File: src/rtl/qspi_slave_fifo.sv
// Mode-3 QSPI slave oversampled in clk: write/read/status command decode with byte FIFOs both ways.
// qck/qss/qd_in are synchronised here; the local side sees plain valid/ready byte streams.
module qspi_byte_fifo #(
  parameter int DEPTH = 16,
  parameter int AW    = $clog2(DEPTH)
) (
  input  logic          clk,
  input  logic          rst,
  input  logic          push,
  input  logic [7:0]    din,
  input  logic          pop,
  output logic [7:0]    dout,
  output logic [AW:0]   level
);
  logic [7:0]    mem [DEPTH];
  logic [AW-1:0] wr_ptr, rd_ptr;

  assign dout = mem[rd_ptr];

  always_ff @(posedge clk) begin
    if (push) mem[wr_ptr] <= din;
  end

  // Callers only pop when non-empty and only push when not full or popping.
  always_ff @(posedge clk) begin
    if (rst) begin
      wr_ptr <= '0;
      rd_ptr <= '0;
      level  <= '0;
    end else begin
      if (push) wr_ptr <= wr_ptr + AW'(1);
      if (pop)  rd_ptr <= rd_ptr + AW'(1);
      case ({push, pop})
        2'b10:   level <= level + (AW+1)'(1);
        2'b01:   level <= level - (AW+1)'(1);
        default: level <= level;
      endcase
    end
  end
endmodule

module qspi_slave_fifo #(
  parameter int LANES = 4,
  parameter int DEPTH = 16,
  parameter int AW    = $clog2(DEPTH)
) (
  input  logic          clk,
  input  logic          rst,
  input  logic          qck,
  input  logic          qss,
  input  logic [3:0]    qd_in,
  output logic [3:0]    qd_out,
  output logic          qd_oe,
  output logic [7:0]    rx_data,
  output logic          rx_valid,
  input  logic          rx_ready,
  input  logic [7:0]    tx_data,
  input  logic          tx_valid,
  output logic          tx_ready,
  output logic [AW:0]   rx_level,
  output logic [AW:0]   tx_level,
  output logic          rx_overflow,
  output logic          tx_underflow
);
  localparam int NB = 8 / LANES;
  localparam int CW = (NB > 1) ? $clog2(NB) : 1;

  typedef enum logic [2:0] {IDLE, CMD, WRITE, READ, STATUS, IGNORE} state_t;

  state_t         state;
  logic [2:0]     qck_sr, qss_sr;
  logic [LANES-1:0] qd_s1, qd_s2;
  logic [CW-1:0]  bit_cnt, out_cnt;
  logic [7-LANES:0] rx_part;
  logic [7:0]     rx_next, tx_sh, tx_head, load_byte, push_byte;
  logic [3:0]     lvl_sat;
  logic           push_pend, first_stat;
  logic           rise, fall, sel, ss_fall, ss_rise, byte_done;
  logic           out_load, rx_push, rx_pop, rx_drop, tx_push, tx_pop, tx_unf, stat_clr;

  // Plain synchronisers, left out of reset so a reset with qss low never fakes a select edge.
  always_ff @(posedge clk) begin
    qck_sr <= {qck_sr[1:0], qck};
    qss_sr <= {qss_sr[1:0], qss};
    qd_s1  <= qd_in[LANES-1:0];
    qd_s2  <= qd_s1;
  end

  assign rise      = qck_sr[1] & ~qck_sr[2];
  assign fall      = ~qck_sr[1] & qck_sr[2];
  assign sel       = ~qss_sr[1];
  assign ss_fall   = ~qss_sr[1] & qss_sr[2];
  assign ss_rise   = qss_sr[1] & ~qss_sr[2];
  assign rx_next   = {rx_part, qd_s2};
  assign byte_done = rise & sel & (bit_cnt == CW'(NB-1));

  assign rx_valid  = (rx_level != '0);
  assign tx_ready  = (tx_level != (AW+1)'(DEPTH));
  assign rx_pop    = rx_valid & rx_ready;
  assign rx_push   = push_pend & (tx_ready_rx_free() | rx_pop);
  assign rx_drop   = push_pend & ~rx_push;
  assign tx_push   = tx_valid & tx_ready;

  function automatic logic tx_ready_rx_free();
    return rx_level != (AW+1)'(DEPTH);
  endfunction

  assign out_load  = fall & sel & (out_cnt == '0) & ((state == READ) | (state == STATUS));
  assign tx_pop    = out_load & (state == READ) & (tx_level != '0);
  assign tx_unf    = out_load & (state == READ) & (tx_level == '0);
  assign stat_clr  = out_load & (state == STATUS) & first_stat;

  assign lvl_sat   = (int'(rx_level) > 15) ? 4'hF : 4'(rx_level);

  always_comb begin
    load_byte = 8'h00;
    if (state == STATUS)
      load_byte = {rx_overflow, tx_underflow, ~rx_valid, ~tx_ready, lvl_sat};
    else if (tx_level != '0)
      load_byte = tx_head;
  end

  always_comb begin
    qd_out = '0;
    qd_out[LANES-1:0] = tx_sh[7 -: LANES];
  end

  always_ff @(posedge clk) begin
    if (rst) begin
      state        <= IDLE;
      bit_cnt      <= '0;
      out_cnt      <= '0;
      rx_part      <= '0;
      tx_sh        <= '0;
      qd_oe        <= 1'b0;
      push_pend    <= 1'b0;
      push_byte    <= '0;
      first_stat   <= 1'b0;
      rx_overflow  <= 1'b0;
      tx_underflow <= 1'b0;
    end else begin
      push_pend <= 1'b0;
      if (ss_fall) begin
        bit_cnt <= '0;
        out_cnt <= '0;
      end else if (rise && sel) begin
        rx_part <= rx_next[7-LANES:0];
        bit_cnt <= (bit_cnt == CW'(NB-1)) ? '0 : bit_cnt + CW'(1);
      end

      // A set event in the same clk as the status-load clear wins.
      if (stat_clr) begin
        rx_overflow  <= 1'b0;
        tx_underflow <= 1'b0;
      end
      if (rx_drop) rx_overflow  <= 1'b1;
      if (tx_unf)  tx_underflow <= 1'b1;

      case (state)
        IDLE: if (ss_fall) state <= CMD;
        CMD: if (byte_done) begin
          out_cnt <= '0;
          case (rx_next)
            8'h02:   state <= WRITE;
            8'h03:   state <= READ;
            8'h05: begin
              state      <= STATUS;
              first_stat <= 1'b1;
            end
            default: state <= IGNORE;
          endcase
        end
        WRITE: if (byte_done) begin
          push_pend <= 1'b1;
          push_byte <= rx_next;
        end
        READ, STATUS: if (fall && sel) begin
          qd_oe   <= 1'b1;
          tx_sh   <= (out_cnt == '0) ? load_byte : (tx_sh << LANES);
          out_cnt <= (out_cnt == CW'(NB-1)) ? '0 : out_cnt + CW'(1);
          if (out_cnt == '0) first_stat <= 1'b0;
        end
        default: ;
      endcase

      if (ss_rise) begin
        state <= IDLE;
        qd_oe <= 1'b0;
      end
    end
  end

  qspi_byte_fifo #(.DEPTH(DEPTH), .AW(AW)) u_rx_fifo (
    .clk(clk), .rst(rst), .push(rx_push), .din(push_byte),
    .pop(rx_pop), .dout(rx_data), .level(rx_level)
  );

  qspi_byte_fifo #(.DEPTH(DEPTH), .AW(AW)) u_tx_fifo (
    .clk(clk), .rst(rst), .push(tx_push), .din(tx_data),
    .pop(tx_pop), .dout(tx_head), .level(tx_level)
  );
endmodule

File: config.mk
export PLATFORM = sky130hd
export DESIGN_NAME = qspi_slave_fifo
export DESIGN_NICKNAME = d
export VERILOG_FILES = /design/src/rtl/qspi_slave_fifo.sv
export SDC_FILE = /design/constraint.sdc
export NUM_CORES = 1
export LEC_CHECK = 0
export ABC_AREA = 1
export CAP_MARGIN = 20
export CORE_MARGIN = 5
export CORE_UTILIZATION = 30
export DETAILED_ROUTE_END_ITERATION = 10
export DONT_BUFFER_PORTS = 1
export GPL_TIMING_DRIVEN = 0
export PLACE_DENSITY = 0.42
export SETUP_SLACK_MARGIN = 0.5
export SLEW_MARGIN = 5
export SYNTH_ARGS = -nofsm -noshare
export SYNTH_HDL_FRONTEND = slang
export SYNTH_SLANG_ARGS = --single-unit
File: constraint.sdc
create_clock -name clk -period 2.7 [get_ports clk]
set_input_delay 0.405 -clock clk [delete_from_list [all_inputs] [get_ports clk]]
set_output_delay 0.405 -clock clk [all_outputs]
set_load 0.01 [all_outputs]
Word-level counts from Yosys, hierarchy flattened:

Memory sizes are Yosys's and may differ from the RTL's. A register that Yosys moved wholly into a read port is not among the register bits.
Index checks and enable logic that the tools add are counted.

* bitwise operators: 30
* $add $sub $neg: 10
* reduce and logical (&&, ||, !) cells: 21
* equal/unequal tests: 18
* mux-type cells: 33
* magnitude comparators: 1

Operators with widths (count)
* $mux 8: 3
* $mux 4: 5
* $pmux 5 s2: 2
* $and 1x1->1: 18
* $mux 1: 17
* $add 4x1->4 const B: 4
* $eq 8x2->1 const B: 2
* $reduce_bool 2->1: 6
* $add 5x1->5 const B: 2
* $ne 2x2->1 const B: 5
* $ne 5x5->1 const B: 2
* $not 1->1: 10
* $reduce_bool 5->1: 2
* $sub 5x1->5 const B: 2
* $pmux 3 s3: 1
* $eq 8x3->1 const B: 1
* $reduce_or 2->1: 4
* $eq 3x2->1 const B: 2
* $mux 3: 2
* $pmux 3 s2: 1
* $reduce_and 2->1: 3
* $gt 5x4->1 const B: 1
* $logic_not 5->1: 1
* $reduce_and 5->1: 1
* other kinds (10): 16

* memories: 2
* memory bits (writable): 256
* register bits after elaboration: 70

Memories
* u_rx_fifo.mem: depth 16, width 8, rd ports 1, clocked after Yosys merged registers in 1, write ports 1, line 15 `logic [7:0] mem [DEPTH];`
* u_tx_fifo.mem: depth 16, width 8, rd ports 1, clocked after Yosys merged registers in 1, write ports 1, line 15

Logic depth before layout (Yosys ltp):

Gate-level depths: netlist of run 1.

* depth in word-level cells: 9
* mapped depth: 15
* depth with buffers taken out: 15

Hierarchy:

A second synthesis of run 1 with hierarchy kept.

* cells, all modules: 1312
* area total of the unflattened synthesis: 14087.3 um^2

Modules (own cells, without submodules)
* qspi_byte_fifo (u_tx_fifo): times used 1, area each 6142.1 um^2, cells an instance 533
* qspi_byte_fifo (u_rx_fifo): times used 1, area each 6129.6 um^2, cells an instance 530
* qspi_slave_fifo: times used 1, area each 1815.5 um^2, cells an instance 249

Least setup slack after synthesis of run 1:

No wires, ideal clock.

* path type: register to register
* from: register u_rx_fifo.level[1]
* to: register u_rx_fifo.level[4]
* path slack: 278 ps
* stages on the path, launching flop included: 14
* period minus slack after synthesis: 2422 ps
* path buffers: 0
* data arrival time: 2290 ps
* cell sequence: dfxtp_1 > nor4_4 > nand2_1 > nand2_1 > inv_1 > ha_1 > ha_1 > nand2_1 > nor2_1 > a211oi_1 > o21ai_0 > a21oi_1 > nand2_1 > nor3b_1

* cells in the longest elaborated chain, start to end: 6
* elaborated cells between the ends (all ways): 11
* classes of those cells: add/sub (2); eq/ne (3); mux (1); bitwise (3); reduce/logical (2)

Ends and longest elaborated chain
* start: declaration: line 13 `output logic [AW:0] level`
* start signal: assignment: line 34 `2'b10: level <= level + (AW+1)'(1);`
* start signal: assignment: line 35 `2'b01: level <= level - (AW+1)'(1);`
* start signal: assignment: line 36 `default: level <= level;`
* $reduce_bool 5->1 (*): line 97 `assign rx_valid = (rx_level != '0);`
* named net rx_valid: line 55 `output logic rx_valid,`
* $and 1x1->1 (*): line 99 `assign rx_pop = rx_valid & rx_ready;`
* $or 1x1->1: line 100 `assign rx_push = push_pend & (tx_ready_rx_free() | rx_pop);`
* $and 1x1->1: line 100
* $eq 2x1->1 / $eq 2x2->1 (equally long branches): line 33 `case ({push, pop})`
* $pmux 5 s2 / $reduce_bool 2->1 (equally long branches)

Mark *: on every way through the listed nets, which the timed path passes. The rest lies on a longest branch.
A chain may end at the register's enable or synchronous reset.

==> metrics, run 1 <==
Iteration-0 DRC Markers roughly 600; CTS tree yes; total net switching power 0.00380 W; Synth Instances approximately 1200; combinational share of power 21.0%; initial core utilization 30.4%; Inserted Clock Buffers 38; top post-synthesis cells by area edfxtp_1 (56%), dfxtp_1 (11%), inv_1 (4.1%); Total GRT Usage 15.0%; Die H 225 µm; Reg clk slew, reported paths 0.06 ns; global-route wire length before repair between 50000 and 60000 µm; Slew Limit Headroom between 40% and 50%; CP arrival approximately 2.0 ns; DRC 0; Util after Layout 37.3%; layout cells sized above 1 19.8%; crit start category register; setup slack, reg-to-reg 0.39 ns; Vias 9077; crit path capture type primary output; final max-slew violation count 0; Mapped Nets 1244; CP max-delay cell dfxtp_2; top cells by count, synth edfxtp_1 (256), inv_1 (151), nand2_1 (118); Sink Count 334; WS Path Type reg -> out; CP peak stage delay 0.32 ns; Pleak 6.06 nW; Final ANT Viol Nets 0; area delta synth->final 22.5%; Final nets 1326; Net Sw Frac 27.8%; final setup violation count 0; Setup TNS Final 0 ns; full die area 50500 µm²; Async SR Flop Fraction 0%; Synth top area share between 50 and 60%; most numerous cell in the Yosys netlist edfxtp_1; GR Overflow Total 0; vias in the first global route between 9000 and 10000; FP Rows 78; WP data required 2.30 ns; Yosys Warn Count 0; maximum capacitance violations 0; IO buf count 0; fin crit period 2.38 ns; status finished clean; Fillers 4517; Routed WL just under 40000 µm; Die X-Extent around 220 µm; EDFF count, synth 256; RSZ-0062 raised after global routing yes; critical-path maximum fanout 10; Synth area leader edfxtp_1; worst clock skew 0.0146 ns; HPWL after detailed placement ~25000 µm; most used cell, CP buf_8; Seq/Total Area, Yosys around 67%; mapped cell area 13800 µm²; Internal 0.00986 W; initial antenna violation count 6; cells along the critical path buf_8 -> buf_12 -> buf_8 -> o21ai_2 -> o21ai_1 -> o211ai_1 -> nand2_2; Longest Clk Path Bufs 3; Post-synth top flop edfxtp_1; VDD IR max between 0.4 and 0.5 mV; largest net degree at the start of global routing 18; Worst-Skew Late Latency roughly 0.54 ns; post-synthesis cell type count 42; drt via density 4.73; core region area 45500 µm²; Clock power frac 37.0%; htree depth 2; Hold Path Class in -> reg; DR WL/cell 20.2 µm; clk root buf clkbuf_16; slew at the pin with the worst max-slew slack 0.897 ns; # IOs 45; synthesized flop and latch total ~330; share of the clock period used by the worst path 88.3%; f_max 0.419 GHz; Fin. Hold Viols 0; GP Congestion 0.840; DRT Pass-1 Iters 5; Power Dens Cells between 800 and 900 nW/µm²; Seq pwr share between 40% and 50%; synthesized area per cell 11.5 µm²
[metal layers]
layer | track usage (%) | up-vias | part of all wire [%]
li1 | - | 4418 | -
met1 | 19.3 | 4430 | 44
met2 | 26.1 | 149 | 50
met3 | 2.66 | 76 | 3.8
met4 | 3.81 | 4 | 2.3
met5 | 0 | - | 0.054
[worst max-delay path, delay by kind of cell (launching register included)]
family | cells | cell delay (ns)
buffers and inverters | 3 | 0.45
AND/OR/NAND/NOR | 1 | 0.13
flip-flops | 1 | 0.32
AO/OA/AOI/OAI | 3 | 0.54
[flip-flops by register name (all words and copies together), names as in the netlist, 5 cells and up, named ones only]
name and count:
push_byte 8, tx_sh 8, u_rx_fifo.level 5, u_rx_fifo.mem 128, u_tx_fifo.level 5, u_tx_fifo.mem 128
[path summary, 6_finish.rpt]
check | startpoint | to | cells after the start
max | register | rx_data[2] | 7
min reg2reg | qd_s1[2] | qd_s2[2] | 0
min | rst | state[0] | 3
max reg2reg | u_rx_fifo.level[3] | u_rx_fifo.level[4] | 13
[power groups by stage]
stage,registers (W),logic [W],clock network (W)
2_1_floorplan,0.00580,0.00137,0
3_3_place_gp,0.00583,0.00201,0
3_5_place_dp,0.00583,0.00201,0
4_1_cts,0.00573,0.00254,0.00518
5_1_grt,0.00574,0.00311,0.00541
6_report,0.00573,0.00287,0.00505
[final cells by class]
class                      count  area [µm²]  share of cell area (%)
sequential                   334        9260                    54.7
multi-input combinational    661        4140                    24.5
clock buffer                  56        1090                    6.45
tap                          600         751                    4.43
inverter                     155         592                    3.49
timing repair buffer          42         520                    3.07
buffer                        58         472                    2.78
clock inverter                13         104                   0.613
antenna                        2        5.00                  0.0295
[kinds of logic after synthesis]
group	share of synthesized area, %
compound gates	11.8
simple gates	10.4
mux	2.32
flops	66.8
xor+xnor	0.443
fa+ha+maj	1.68
buf+inv	6.50
[cell usage in the layout (no fill, tap or decap), drive strengths merged]
cell and count:
o21a 1, nor2 102, nor3b 2, nand2 133
xnor2 3, nor3 3, mux2i 32, and3 2
dfxtp 78, a211oi 2, clkbuf 75, edfxtp 256
fa 1, nand4 5, o21ai 103, nor4 1
inv 155, ha 17, nand3b 2, bufinv 2
a2111oi 1, clkinv 11, buf 66, nand3 73
xor2 4, a21oi 108, a31oi 2, diode 2
dlygate4sd3 15, o211ai 64
[what timing repair did]
item	in CTS	in global routing
cloned	1	3
hold endpoints to repair	136	0
hold buffers	15	0
endpoints found under the setup margin	241	188
gates resized for setup	130	79
pin swaps	31	49
setup buffers	9	14
[metrics by stage]
step	instance area, µm²	setup slack (ns)	cells	power, W	hold WS (ns)
floorplan	13900	0.502	1208	0.00716	0.310
global placement	14600	0.121	1808	0.00784	0.311
detailed placement	14600	0.0810	1808	0.00784	0.313
CTS	16400	0.264	1902	0.0134	0.0270
global route	16900	0.208	1920	0.0143	0.0409
finish	16900	0.316	1921	0.0137	0.0521
(Power assumes the default switching activity.)
==> run 2: changes to the inputs <==
--- a/config.mk
+++ b/config.mk
@@ -14,6 +14,7 @@
 export GPL_TIMING_DRIVEN = 0
 export PLACE_DENSITY = 0.42
 export SETUP_SLACK_MARGIN = 0.5
+export SKIP_CTS_REPAIR_TIMING = 1
 export SLEW_MARGIN = 5
 export SYNTH_ARGS = -nofsm -noshare
 export SYNTH_HDL_FRONTEND = slang
==> constraint.sdc (replaced) <==
create_clock -name clk -period 2.9 [get_ports clk]
set_input_delay 0.435 -clock clk [delete_from_list [all_inputs] [get_ports clk]]
set_output_delay 0.435 -clock clk [all_outputs]
set_load 0.01 [all_outputs]
==> run 2 against run 1 <==
Via count decreased by 0.99%. Global-route usage is 0.30 points lower. Register-to-register slack got worse by 0.02 ns. Non-clock buffer count down 14. Combinational power is 16% lower. Largest cell class unchanged. Largest power group unchanged. Highest routed layer unchanged.
==> metrics, run 2 (synthesis gave the netlist of run 1 again) <==
total power 0.0124 W (was 0.0137 W); GP Congestion 0.825 (was 0.840); WP data required 2.47 ns (was 2.30 ns); Pleak 5.83 nW (was 6.06 nW); CP delay by family, top buffers and inverters (was compound AO/OA/AOI/OAI gates); VDD IR max 0.461 mV (was 0.437 mV); Setup TNS Final 0 ns (unchanged); WS Path Type reg -> out (unchanged); Longest Clk Path Bufs 3 (unchanged); HPWL after detailed placement 25200 µm (about the same); initial antenna violation count 5 (was 6); worst clock skew 0.0163 ns (was 0.0146 ns); placed cell areas 14600 µm² (about the same); Final ANT Viol Nets 0 (unchanged); Fin. Hold Viols 0 (unchanged); core region area 45500 µm² (unchanged); CTS tree yes (unchanged); crit start category register (unchanged); layout cells sized above 1 15.3% (was 19.8%); clk root buf clkbuf_16 (unchanged); Slew Limit Headroom 37.7% (was 40.1%); initial core utilization 30.4% (unchanged); Fillers 4585 (was 4517); DRT Pass-1 Iters 5 (unchanged); final max-slew violation count 0 (unchanged); final setup violation count 0 (unchanged); most frequent cells in the layout edfxtp_1 (256), inv_1 (149), nand2_1 (108) (was edfxtp_1 (256), inv_1 (148), nand2_1 (104)); Hold Path Class in -> reg (unchanged); Layout Cell Area excl Fill 16400 µm² (was 16900 µm²); DR WL/cell 20.1 µm (was 20.2 µm); fin crit period ~2.5 ns; # IOs 45 (unchanged); slew at the pin with the worst max-slew slack 0.931 ns (was 0.897 ns); placed insts 1808 (unchanged); crit path capture type primary output (unchanged); GR Overflow Total 0 (unchanged); cells along the critical path buf_8 -> buf_12 -> buf_12 -> mux2i_4 -> o211ai_1 -> nand3_1 -> nand2_2 (was buf_8 -> buf_12 -> buf_8 -> o21ai_2 -> o21ai_1 -> o211ai_1 -> nand2_2); global-route wire length before repair 56100 µm (was 57500 µm); Sink Count 334 (unchanged); f_max between 0.3 and 0.4 GHz; non-filler cells, final 1907 (was 1921); CP peak stage delay 0.32 ns (about the same); full die area 50500 µm² (unchanged); RSZ-0062 raised after global routing yes (unchanged); Inserted Clock Buffers 39 (was 38); Reg clk slew, reported paths 0.06 ns (about the same); share of the clock period used by the worst path between 80% and 90%; area delta synth->final 18.4% (was 22.5%); FP Rows 78 (unchanged); Final nets 1313 (was 1326); largest net degree at the start of global routing 18 (unchanged); status finished clean (unchanged); Util after Layout 36.0% (was 37.3%); Routed WL 38400 µm (was 38900 µm); Power Dens Cells 759 nW/µm² (was 806 nW/µm²); DRC 0 (unchanged); CP max-delay cell dfxtp_2 (unchanged); vias in the first global route 9001 (was 9098); IO buf count 0 (unchanged); Die X-Extent 225 µm (unchanged); CP arrival 2.10 ns (was 1.98 ns); htree depth 2 (unchanged); critical-path maximum fanout 7 (was 10); most common cell after layout, fill and taps aside edfxtp_1 (unchanged); Vias 8987 (was 9077); Total GRT Usage 14.7% (was 15.0%); maximum capacitance violations 0 (unchanged); biggest regs u_rx_fifo.mem (128), u_tx_fifo.mem (128) (unchanged); drt via density 4.71 (was 4.73); Die H 225 µm (unchanged); Worst-Skew Late Latency 0.53 ns (was 0.54 ns); worst path bufs/invs 3 (unchanged); most used cell, CP buf_12 (was buf_8); Iteration-0 DRC Markers 605 (was 588)
==> run 2: cell types whose count changed in the layout (fill, tap and decap cells not counted), moves of 5 or more <==
| cell | change |
|---|---|
| a21oi_1 | +6 |
| a21oi_2 | -5 |
| buf_12 | -8 |
| buf_4 | -5 |
| clkbuf_1 | -7 |
| clkinv_2 | +6 |
| dfxtp_1 | +6 |
| dfxtp_2 | -6 |
| nand2_4 | -5 |
| nor2_1 | +22 |
| nor2_2 | -6 |
| nor2_4 | -16 |
| o21ai_0 | +13 |
| o21ai_1 | -9 |
==> run 2: path summary, 6_finish.rpt <==
| kind | startpoint | endpoint | slack (ns) | cells past startpoint |
|---|---|---|---|---|
| max reg2reg | u_rx_fifo.level[3] | u_rx_fifo.level[4] | 0.37 | 13 |
| min | rst | u_rx_fifo.level[2] | 0.07 | 3 |
| min reg2reg | qd_s1[0] | qd_s2[0] | 0.33 | 0 |
| max | register | rx_data[7] | 0.36 | 7 |
==> run 2: worst register-to-register path, stage by stage (launching register included) <==
cell,delay [ns]
dfxtp_4,0.38
nor4_4,0.33
nand2_2,0.16
nand2_4,0.11
inv_1,0.09
ha_4,0.20
inv_2,0.09
fa_2,0.20
nor2_1,0.05
a211oi_2,0.28
o21ai_1,0.12
a21oi_2,0.17
nand2_1,0.06
nor3b_2,0.15
==> run 2: stage by stage <==
stage / setup slack, ns / hold slack, ns
after CTS: 0.00967 / -0.106
after global routing: 0.256 / 0.0574
after floorplan: 0.504 / 0.310
after global placement: 0.0108 / 0.312
final: 0.364 / 0.0684
after detailed placement: 0.0140 / 0.318
==> run 2: metal layers <==
layer  GRT usage (%)  wire length (µm)  part of all wire [%]
met3            2.26              1380                   3.6
met2            24.9             18700                    49
met5               0                27                 0.070
met4            4.03               963                   2.5
met1            19.7             17400                    45
==> run 2: cell type report <==
class,count,area (µm²),share of cell area (%)
Clock inverter,24,163,0.993
Timing Repair Buffer,28,290,1.77
Tap cell,600,751,4.58
Multi-Input combinational cell,661,3870,23.6
Antenna cell,1,2.50,0.0153
Inverter,155,584,3.57
Sequential cell,334,9260,56.5
Buffer,58,417,2.54
Clock buffer,46,1040,6.38
==> run 2: power breakdown <==
part / leakage, nW / internal (W) / switching, W
Combinational: 2.29 / 0.000967 / 0.00145
Sequential: 2.94 / 0.00522 / 0.000107
Clock: 0.598 / 0.00274 / 0.00194
Total: 5.83 / 0.00893 / 0.00350
